`src/rtl/axis_channel_load_sequencer_if.sv`:
```
// Command, stream-handshake and status bundle of the channel load sequencer.
// The sequencer binds the slave modport and the command/stream source binds the master modport.
interface axis_channel_load_sequencer_if #(
  parameter int NUM_CH = 16,
  parameter int CH_W   = 4,
  parameter int BEAT_W = 16
);
  // Handshakes: a transfer happens on a clock edge where valid and ready are both high.
  // cmd_valid/cmd_ready move one command. up_tvalid/up_tready is the upstream stream port.
  // sel_tvalid/sel_tready is the router-side stream port.
  logic [CH_W-1:0]   cmd_channel;
  logic [BEAT_W-1:0] cmd_beats;
  logic              cmd_valid;
  logic              cmd_ready;
  logic              abort;
  logic              up_tvalid;
  logic              up_tready;
  logic              sel_tvalid;
  logic              sel_tready;
  logic [NUM_CH-1:0] channel_select;
  logic              busy;
  logic              done;
  logic [CH_W-1:0]   done_channel;
  logic [BEAT_W-1:0] beats_xferred;
  logic              err_timeout;
  logic              err_aborted;
  logic              err_cmd;
  logic [1:0]        state;

  modport slave (
    input  cmd_channel, cmd_beats, cmd_valid, abort, up_tvalid, sel_tready,
    output cmd_ready, up_tready, sel_tvalid, channel_select, busy, done,
           done_channel, beats_xferred, err_timeout, err_aborted, err_cmd, state
  );

  modport master (
    output cmd_channel, cmd_beats, cmd_valid, abort, up_tvalid, sel_tready,
    input  cmd_ready, up_tready, sel_tvalid, channel_select, busy, done,
           done_channel, beats_xferred, err_timeout, err_aborted, err_cmd, state
  );
endinterface

```
`src/rtl/axis_channel_load_sequencer.sv`:
```
// Loads a counted burst of stream beats into one router channel: drives the one-hot select,
// gates the upstream handshake while streaming, and reports completion, timeout or abort.
module axis_channel_load_sequencer #(
  parameter int NUM_CH  = 16,
  parameter int CH_W    = 4,
  parameter int BEAT_W  = 16,
  parameter int TIMEOUT = 100000,
  parameter int TO_W    = 20
) (
  input  logic                          clk,
  input  logic                          rst,
  axis_channel_load_sequencer_if.slave  bus
);
  localparam logic [1:0] S_IDLE   = 2'd0;
  localparam logic [1:0] S_ARM    = 2'd1;
  localparam logic [1:0] S_STREAM = 2'd2;
  localparam logic [1:0] S_DONE   = 2'd3;

  logic [1:0]        state;
  logic [CH_W-1:0]   ch_q;
  logic [CH_W-1:0]   done_ch_q;
  logic [BEAT_W-1:0] target_q;
  logic [BEAT_W-1:0] count_q;
  logic [TO_W-1:0]   stall_q;
  logic [NUM_CH-1:0] select_q;
  logic              done_q;
  logic              err_to_q;
  logic              err_ab_q;
  logic              err_cmd_q;

  logic              streaming;
  logic              beat;
  logic              last_beat;
  logic              timeout_hit;
  logic              ch_bad;
  logic              cmd_bad;
  logic [BEAT_W-1:0] count_inc;
  logic [TO_W-1:0]   stall_inc;

  // Only an index width wider than the channel count can name a missing channel.
  if (NUM_CH < (1 << CH_W)) begin : g_ch_range
    assign ch_bad = (32'(bus.cmd_channel) >= NUM_CH);
  end else begin : g_ch_full
    assign ch_bad = 1'b0;
  end

  assign cmd_bad     = (bus.cmd_beats == '0) || ch_bad;
  assign streaming   = (state == S_STREAM);
  assign beat        = streaming && bus.up_tvalid && bus.sel_tready;
  assign count_inc   = count_q + 1'b1;
  assign stall_inc   = stall_q + 1'b1;
  assign last_beat   = beat && (count_inc == target_q);
  assign timeout_hit = streaming && !beat && (TIMEOUT != 0) && (stall_inc == TO_W'(TIMEOUT));

  // The stream path is combinational while streaming and is forced low in every other state.
  assign bus.sel_tvalid     = streaming && bus.up_tvalid;
  assign bus.up_tready      = streaming && bus.sel_tready;
  assign bus.cmd_ready      = (state == S_IDLE);
  assign bus.busy           = (state != S_IDLE);
  assign bus.channel_select = select_q;
  assign bus.done           = done_q;
  assign bus.done_channel   = done_ch_q;
  assign bus.beats_xferred  = count_q;
  assign bus.err_timeout    = err_to_q;
  assign bus.err_aborted    = err_ab_q;
  assign bus.err_cmd        = err_cmd_q;
  assign bus.state          = state;

  always_ff @(posedge clk or posedge rst) begin
    if (rst) begin
      state     <= S_IDLE;
      ch_q      <= '0;
      done_ch_q <= '0;
      target_q  <= '0;
      count_q   <= '0;
      stall_q   <= '0;
      select_q  <= '0;
      done_q    <= 1'b0;
      err_to_q  <= 1'b0;
      err_ab_q  <= 1'b0;
      err_cmd_q <= 1'b0;
    end else begin
      done_q    <= 1'b0;
      err_to_q  <= 1'b0;
      err_ab_q  <= 1'b0;
      err_cmd_q <= 1'b0;
      case (state)
        S_IDLE: begin
          if (bus.cmd_valid) begin
            if (cmd_bad) begin
              err_cmd_q <= 1'b1;
            end else begin
              ch_q     <= bus.cmd_channel;
              target_q <= bus.cmd_beats;
              count_q  <= '0;
              stall_q  <= '0;
              select_q <= NUM_CH'(1) << bus.cmd_channel;
              state    <= S_ARM;
            end
          end
        end
        S_ARM: begin
          if (bus.abort) begin
            state     <= S_DONE;
            select_q  <= '0;
            done_q    <= 1'b1;
            done_ch_q <= ch_q;
            err_ab_q  <= 1'b1;
          end else begin
            state <= S_STREAM;
          end
        end
        S_STREAM: begin
          if (beat) begin
            count_q <= count_inc;
            stall_q <= '0;
          end else begin
            stall_q <= stall_inc;
          end
          // A beat that completes the load wins over an abort in the same cycle.
          if (last_beat || timeout_hit || bus.abort) begin
            state     <= S_DONE;
            select_q  <= '0;
            done_q    <= 1'b1;
            done_ch_q <= ch_q;
            err_to_q  <= timeout_hit;
            err_ab_q  <= bus.abort && !last_beat;
          end
        end
        S_DONE: begin
          state <= S_IDLE;
        end
        default: begin
          state <= S_IDLE;
        end
      endcase
    end
  end
endmodule

```
`src/flat_wrapper.sv`:
```
// flat-port wrapper written by rule: the top's interface ports become plain ports
module axis_channel_load_sequencer_flat 
#(
  parameter int NUM_CH  = 16,
  parameter int CH_W    = 4,
  parameter int BEAT_W  = 16,
  parameter int TIMEOUT = 100000,
  parameter int TO_W    = 20
)
  (clk, rst, bus_cmd_channel, bus_cmd_beats, bus_cmd_valid, bus_abort, bus_up_tvalid, bus_sel_tready, bus_cmd_ready, bus_up_tready, bus_sel_tvalid, bus_channel_select, bus_busy, bus_done, bus_done_channel, bus_beats_xferred, bus_err_timeout, bus_err_aborted, bus_err_cmd, bus_state);
  axis_channel_load_sequencer_if #(.NUM_CH(NUM_CH), .CH_W(CH_W), .BEAT_W(BEAT_W)) bus_i ();
  input  logic clk;
  input  logic rst;
  input wire logic [$bits(bus_i.cmd_channel)-1:0] bus_cmd_channel;
  input wire logic [$bits(bus_i.cmd_beats)-1:0] bus_cmd_beats;
  input wire logic [$bits(bus_i.cmd_valid)-1:0] bus_cmd_valid;
  input wire logic [$bits(bus_i.abort)-1:0] bus_abort;
  input wire logic [$bits(bus_i.up_tvalid)-1:0] bus_up_tvalid;
  input wire logic [$bits(bus_i.sel_tready)-1:0] bus_sel_tready;
  output wire logic [$bits(bus_i.cmd_ready)-1:0] bus_cmd_ready;
  output wire logic [$bits(bus_i.up_tready)-1:0] bus_up_tready;
  output wire logic [$bits(bus_i.sel_tvalid)-1:0] bus_sel_tvalid;
  output wire logic [$bits(bus_i.channel_select)-1:0] bus_channel_select;
  output wire logic [$bits(bus_i.busy)-1:0] bus_busy;
  output wire logic [$bits(bus_i.done)-1:0] bus_done;
  output wire logic [$bits(bus_i.done_channel)-1:0] bus_done_channel;
  output wire logic [$bits(bus_i.beats_xferred)-1:0] bus_beats_xferred;
  output wire logic [$bits(bus_i.err_timeout)-1:0] bus_err_timeout;
  output wire logic [$bits(bus_i.err_aborted)-1:0] bus_err_aborted;
  output wire logic [$bits(bus_i.err_cmd)-1:0] bus_err_cmd;
  output wire logic [$bits(bus_i.state)-1:0] bus_state;
  assign bus_i.cmd_channel = bus_cmd_channel;
  assign bus_i.cmd_beats = bus_cmd_beats;
  assign bus_i.cmd_valid = bus_cmd_valid;
  assign bus_i.abort = bus_abort;
  assign bus_i.up_tvalid = bus_up_tvalid;
  assign bus_i.sel_tready = bus_sel_tready;
  assign bus_cmd_ready = bus_i.cmd_ready;
  assign bus_up_tready = bus_i.up_tready;
  assign bus_sel_tvalid = bus_i.sel_tvalid;
  assign bus_channel_select = bus_i.channel_select;
  assign bus_busy = bus_i.busy;
  assign bus_done = bus_i.done;
  assign bus_done_channel = bus_i.done_channel;
  assign bus_beats_xferred = bus_i.beats_xferred;
  assign bus_err_timeout = bus_i.err_timeout;
  assign bus_err_aborted = bus_i.err_aborted;
  assign bus_err_cmd = bus_i.err_cmd;
  assign bus_state = bus_i.state;
  axis_channel_load_sequencer #(.NUM_CH(NUM_CH), .CH_W(CH_W), .BEAT_W(BEAT_W), .TIMEOUT(TIMEOUT), .TO_W(TO_W)) u_core (.clk(clk), .rst(rst), .bus(bus_i));
endmodule
```
`config.mk`:
```
export PLATFORM = sky130hd
export DESIGN_NAME = axis_channel_load_sequencer_flat
export DESIGN_NICKNAME = d
export VERILOG_FILES = /design/src/rtl/axis_channel_load_sequencer_if.sv /design/src/rtl/axis_channel_load_sequencer.sv /design/src/flat_wrapper.sv
export SDC_FILE = /design/constraint.sdc
export NUM_CORES = 1
export LEC_CHECK = 0
export BUFFER_PORTS_ARGS = -buffer_cell sky130_fd_sc_hd__buf_2
export CORE_MARGIN = 4
export CORE_UTILIZATION = 64
export CTS_BUF_LIST = sky130_fd_sc_hd__clkbuf_4 sky130_fd_sc_hd__clkbuf_8
export DETAILED_ROUTE_END_ITERATION = 10
export PLACE_DENSITY = 0.95
export SYNTH_ARGS = -nofsm -noshare
export SYNTH_HDL_FRONTEND = slang
export SYNTH_SLANG_ARGS = --single-unit
```
`constraint.sdc`:
```
create_clock -name clk -period 7.15 [get_ports clk]
set_clock_uncertainty 0.2 [all_clocks]
set_input_delay 0.715 -clock clk [delete_from_list [all_inputs] [get_ports clk]]
set_output_delay 0.715 -clock clk [all_outputs]
set_load 0.1 [all_outputs]
```
# After elaboration in Yosys (flattened, before gate mapping)

Cells that the tools add are included.

Register bits after elaboration: 82
Output and inout bits: 46

Muxes and demuxes: 31
Bitwise logic cells: 1
Add/sub/neg operators: 2
Eq/ne operators: 10
Reductions and logical operators: 23
Shifts and indexed selects: 1

Operators with widths:

| kind                                             | number |
|---|---|
| two-way mux 16 bit                               | 7 |
| two-way mux 20 bit                               | 3 |
| case mux 16 bit (3 select lines)                 | 1 |
| case mux 20 bit (2 select lines)                 | 1 |
| case mux 16 bit (2 select lines)                 | 1 |
| adder 20 x 1 -> 20 bit, second input constant    | 1 |
| == test 20 x 17 -> 1 bit, second input constant  | 1 |
| adder 16 x 1 -> 16 bit, second input constant    | 1 |
| == test 16 bit                                   | 1 |
| logical NOT 16 bit                               | 1 |
| << shifter 1 x 4 -> 16 bit, first input constant | 1 |
| AND reduction 3 bit                              | 4 |
| inequality test 2 bit, second input constant     | 5 |
| two-way mux 1 bit                                | 9 |
| two-way mux 4 bit                                | 2 |
| case mux 2 bit (4 select lines)                  | 1 |
| case mux 4 bit (2 select lines)                  | 1 |
| logical AND 1 bit                                | 7 |
| two-way mux 2 bit                                | 3 |
| nonzero test 2 bit                               | 3 |
| AND reduction 5 bit                              | 1 |
| == test 2 bit, second input constant             | 2 |
| case mux 1 bit (2 select lines)                  | 2 |
| AND reduction 4 bit                              | 1 |
| 6 further kinds                                  | 8 |

# Longest topological paths before layout

Depth after elaboration: 10
Mapped depth: 11
Depth with buffers taken out: 10

# Worst setup path after synthesis

No wires, ideal clock.

Kind: flip-flop to flip-flop
Start point: register u_core.state[0], in the netlist u_core.bus.state[0]
End point: register u_core.count_q[5], in the netlist u_core.bus.beats_xferred[5]
Required time: 6,837 ps
Data arrival time: 3,646 ps
Setup slack: 3,191 ps
Stages on the path, launching flop included: 9
Path buffers: 1
Path through: dfrtp_1 inv_1 ha_1 inv_1 nor2_1 o21ai_1 clkbuf_1 o21ai_0 o41ai_1

Elaborated cells on any way between the ends: 10

RTL lines:

| item                                                                         | line                               | source |
|---|---|---|
| from (decl)                                                                  | axis_channel_load_sequencer.sv:19  | `logic [1:0] state;` |
| from (signal assigned)                                                       | axis_channel_load_sequencer.sv:71  | `state <= S_IDLE;` |
| from (signal assigned)                                                       | axis_channel_load_sequencer.sv:98  | `state <= S_ARM;` |
| from (signal assigned)                                                       | axis_channel_load_sequencer.sv:104 | `state <= S_DONE;` |
| logical NOT 2 bit *                                                          | --                                 |  |
| via bus_cmd_ready                                                            | flat_wrapper.sv:20                 | `output wire logic [$bits(bus_i.cmd_ready)-1:0] bus_cmd_ready;` |
| inequality test 2 bit (no line) / nonzero test 2 bit (equally long branches) | --                                 |  |
| AND reduction 4 bit (no line)                                                | --                                 |  |
| to (signal assigned)                                                         | axis_channel_load_sequencer.sv:115 | `count_q <= count_inc;` |
| to (decl)                                                                    | axis_channel_load_sequencer.sv:23  | `logic [BEAT_W-1:0] count_q;` |

The timed path passes the listed nets; every way through them passes the cells marked *.
A chain may end at the register's enable or synchronous reset.

# Final worst setup path

Start point: register u_core.state[0], in the netlist u_core.bus.state[0]
End point: register u_core.select_q[15], in the netlist u_core.bus.channel_select[15]

Word-level cells in the longest chain between the ends: 10
Elaborated cells on any way between the ends: 18

Ends and longest elaborated chain:

| item                            | line                                                                 | source |
|---|---|---|
| == test 2 bit                   | axis_channel_load_sequencer.sv:48, axis_channel_load_sequencer.sv:87 |  |
| logical AND 1 bit (2 in a row)  | axis_channel_load_sequencer.sv:49                                    | `assign beat = streaming && bus.up_tvalid && bus.sel_tready;` |
| logical NOT 1 bit               | axis_channel_load_sequencer.sv:53                                    | `assign timeout_hit = streaming && !beat && (TIMEOUT != 0) && (stall_inc == TO_W'(TIMEOUT));` |
| logical AND 1 bit (2 in a row)  | axis_channel_load_sequencer.sv:53                                    |  |
| logical OR 1 bit (2 in a row)   | axis_channel_load_sequencer.sv:121                                   | `if (last_beat \|\| timeout_hit \|\| bus.abort) begin` |
| inequality test 2 bit (no line) | --                                                                   |  |
| AND reduction 5 bit (no line)   | --                                                                   |  |
| to (signal assigned)            | axis_channel_load_sequencer.sv:97                                    | `select_q <= NUM_CH'(1) << bus.cmd_channel;` |
| to (decl)                       | axis_channel_load_sequencer.sv:25                                    | `logic [NUM_CH-1:0] select_q;` |

Parallel ways exist; a longest one is shown, timed or not.

==> results.yml <==
status:
  status: "complete, no violations"
synth:
  yosysUniqueCellTypes: 58
  synth_seq_area_share: 0.444
  synth_nets: 502
  syn_inst: 469
  async_reset_ff_frac: 1.00
  synth_edf_count: 0
  ys_ff_latch: 82
  syn_area_mm2: 0.00462
  yosys_most_used_dff: "dfrtp_1"
  yosys_warnings: 0
  syn_area_per_cell_um2: 9.85
floorplanning:
  die_y_um: 93.0
  rows: 30
  start_util: 0.669
  die_area_mm2: 0.00864
  io_pins: 72
  chipWidth_um: 93.0
  core_area_mm2: 0.00691
clock_network:
  cts_resized: 0
  clk_path_buf_depth: 2
  htree_levels: 3
  cts-root-buf: "clkbuf_8"
  cts_tree: "done"
  clock_sinks: 82
  clkLatencyLatePin_ns: 0.36
  cts_setup_buffers: 0
  cts_made_buffers: 9
  cts_hold_buf: 0
  clk_pin_slew_ns: 0.08
setup_path:
  cp.required_ns: 7.19
  critical_path_class: "reg -> reg"
  worstPathMaxFanout: 20
  path_delay_family: "simple AND/OR/NAND/NOR gates"
  cp.buffers_inverters: 2
  endpoint_kind: "register"
  path_cells: "inv_1 -> ha_1 -> inv_1 -> nor2_1 -> nand4_1 -> nor4_1 -> nand4_1 -> o2111ai_2 -> nand4b_4 -> mux2_4"
  critical_path.slowest_cell: "ha_1"
  arrival_ns: 3.95
  start_kind: "register"
  critPathMaxStageDelay_ns: 0.64
layout:
  final_cell_mix: "82 x dfrtp_1, 71 x buf_2, 39 x nand2_1, 39 x o21ai_0, 38 x nor2_1"
  final_common_cell: "dfrtp_1"
  fin_cells: 630
  nFillCells: 495
  layout.nets: 562
  seq_area_mm2: 0.00205
  multi_input_area_mm2: 0.00243
  drive_above_1_share: 0.260
  area_growth_pct: 13.2
  num_antenna_cells: 0
sta:
  tightestPinTransition_ns: 1.18
  period_share: 0.547
  setup_ws_ns: 3.24
  setup_viol: 0
  fmaxAchievable_ghz: 0.256
  drv_slew: 0
  fin_crit_ns: 3.91
  relSlewSlack: 0.208
  rsz0062_at_grt: "no"
  hold_violations: 0
  setup_tns_ns: 0
power:
  power_density_mw_per_mm2: 404
  leakage_nw: 2.40
  peakVddDrop_mv: 0.264
  total_power_mw: 2.12
place:
  post-dp-hpwl_um: 8060
  place_congestion: 0.946
  post-place-ws_ns: 3.30
  dp_cells: 614
  io_buffers: 71
global_route:
  grt_pass1_wl_um: 19600
  grt_use_total: 0.286
  grt-ovfl-total: 0
  grt_pass1_vias: 3980
  grt_max_degree: 83
  antenna_found_initial: 0
drt:
  drt_iter0_drc: 311
  avgViaCountPerCell: 6.30
  drt-total-wl_um: 11600
  drc: 0
  first_pass_iters: 5
  ant_nets: 0
  wl_per_cell_um: 18.4
  vias: 3968
hold_path:
  min_path_type: "reg -> reg"
run:
  drv_cap: 0
[Yosys cell counts, types with 4 or more instances]
master,count,area share
o21ai_0,39,0.042
o31ai_1,19,0.031
a22o_1,4,0.0076
nor3_1,13,0.014
nand2_1,39,0.032
a21oi_1,7,0.0076
clkbuf_1,19,0.015
and3_1,7,0.0095
mux2_2,31,0.076
and4_1,4,0.0076
and2_1,8,0.011
xnor2_1,19,0.036
dfrtp_1,82,0.44
nand3_1,19,0.021
or3_1,4,0.0054
a21o_1,8,0.013
nor2_1,38,0.031
inv_1,11,0.0089
xor2_1,10,0.019
ha_1,7,0.019
nand4_1,14,0.019
mux2_4,10,0.032
a31oi_1,5,0.0068
nor4_1,7,0.0095
[per-stage QoR]
stage          hold WS [ns]  utilization  cell area, µm²
2_1_floorplan         0.257            -            4620
5_1_grt               0.317        0.758            5230
4_1_cts               0.298        0.758            5230
6_report              0.304        0.758            5230
3_3_place_gp          0.285        0.727            5020
3_5_place_dp          0.290        0.727            5020
[worst paths after layout]
path                                                       from                                   endpoint  slack, ns  cells past startpoint
worst max-delay path            u_core.bus.state[0]$_DFFE_PP0P_  u_core.bus.channel_select[15]$_DFFE_PP0P_       3.24                     10
worst min-delay path             u_core.stall_q[19]$_DFFE_PP0P_             u_core.stall_q[19]$_DFFE_PP0P_       0.30                      1
worst max register to register  u_core.bus.state[0]$_DFFE_PP0P_  u_core.bus.channel_select[15]$_DFFE_PP0P_       3.24                     10
worst min register to register   u_core.stall_q[19]$_DFFE_PP0P_             u_core.stall_q[19]$_DFFE_PP0P_       0.30                      1
max in group asynchronous                                   rst                  u_core.bus.done$_DFF_PP0_       5.63                      3
min in group asynchronous                                   rst   u_core.bus.channel_select[5]$_DFFE_PP0P_       0.47                      3
[metal layers]
layer	share of wire	up-vias	global-route usage
li1	-	1837	-
met1	0.41	1921	0.373
met2	0.49	180	0.463
met3	0.074	30	0.0660
met4	0.030	0	0.116
met5	0	-	0
[logic make-up (layout without fill, tap and decap cells)]
| group | Yosys count | after routing | synth area share |
|---|---|---|---|
| compound gates | 101 | 101 | 0.144 |
| fa+ha+maj | 7 | 7 | 0.0190 |
| buf+inv | 36 | 101 | 0.0314 |
| simple gates | 171 | 171 | 0.194 |
| flops | 82 | 82 | 0.444 |
| xor+xnor | 29 | 29 | 0.0550 |
| mux | 43 | 43 | 0.112 |
[power breakdown]
group	internal [mW]	total, mW	switching (mW)
Sequential	0.573	0.671	0.0972
Combinational	0.326	1.09	0.766
Clock	0.181	0.354	0.172
Total	1.08	2.12	1.04
[area by class of cell]
class / instances / area share
Clock buffer: 11 / 0.0289
Clock inverter: 5 / 0.0120
Inverter: 11 / 0.00813
Multi-Input combinational cell: 351 / 0.464
Sequential cell: 82 / 0.392
Tap cell: 96 / 0.0230
Timing Repair Buffer: 74 / 0.0722
[registers in the layout, indices dropped and copies added, names as in the netlist]
signal,cells
u_core.bus.done,1
u_core.stall_q,20
u_core.bus.state,2
u_core.bus.channel_select,16
u_core.bus.err_cmd,1
u_core.ch_q,4
u_core.bus.done_channel,4
u_core.bus.err_timeout,1
u_core.bus.err_aborted,1
u_core.bus.beats_xferred,16
u_core.target_q,16
Note: power is estimated with default switching activity, not from simulation.
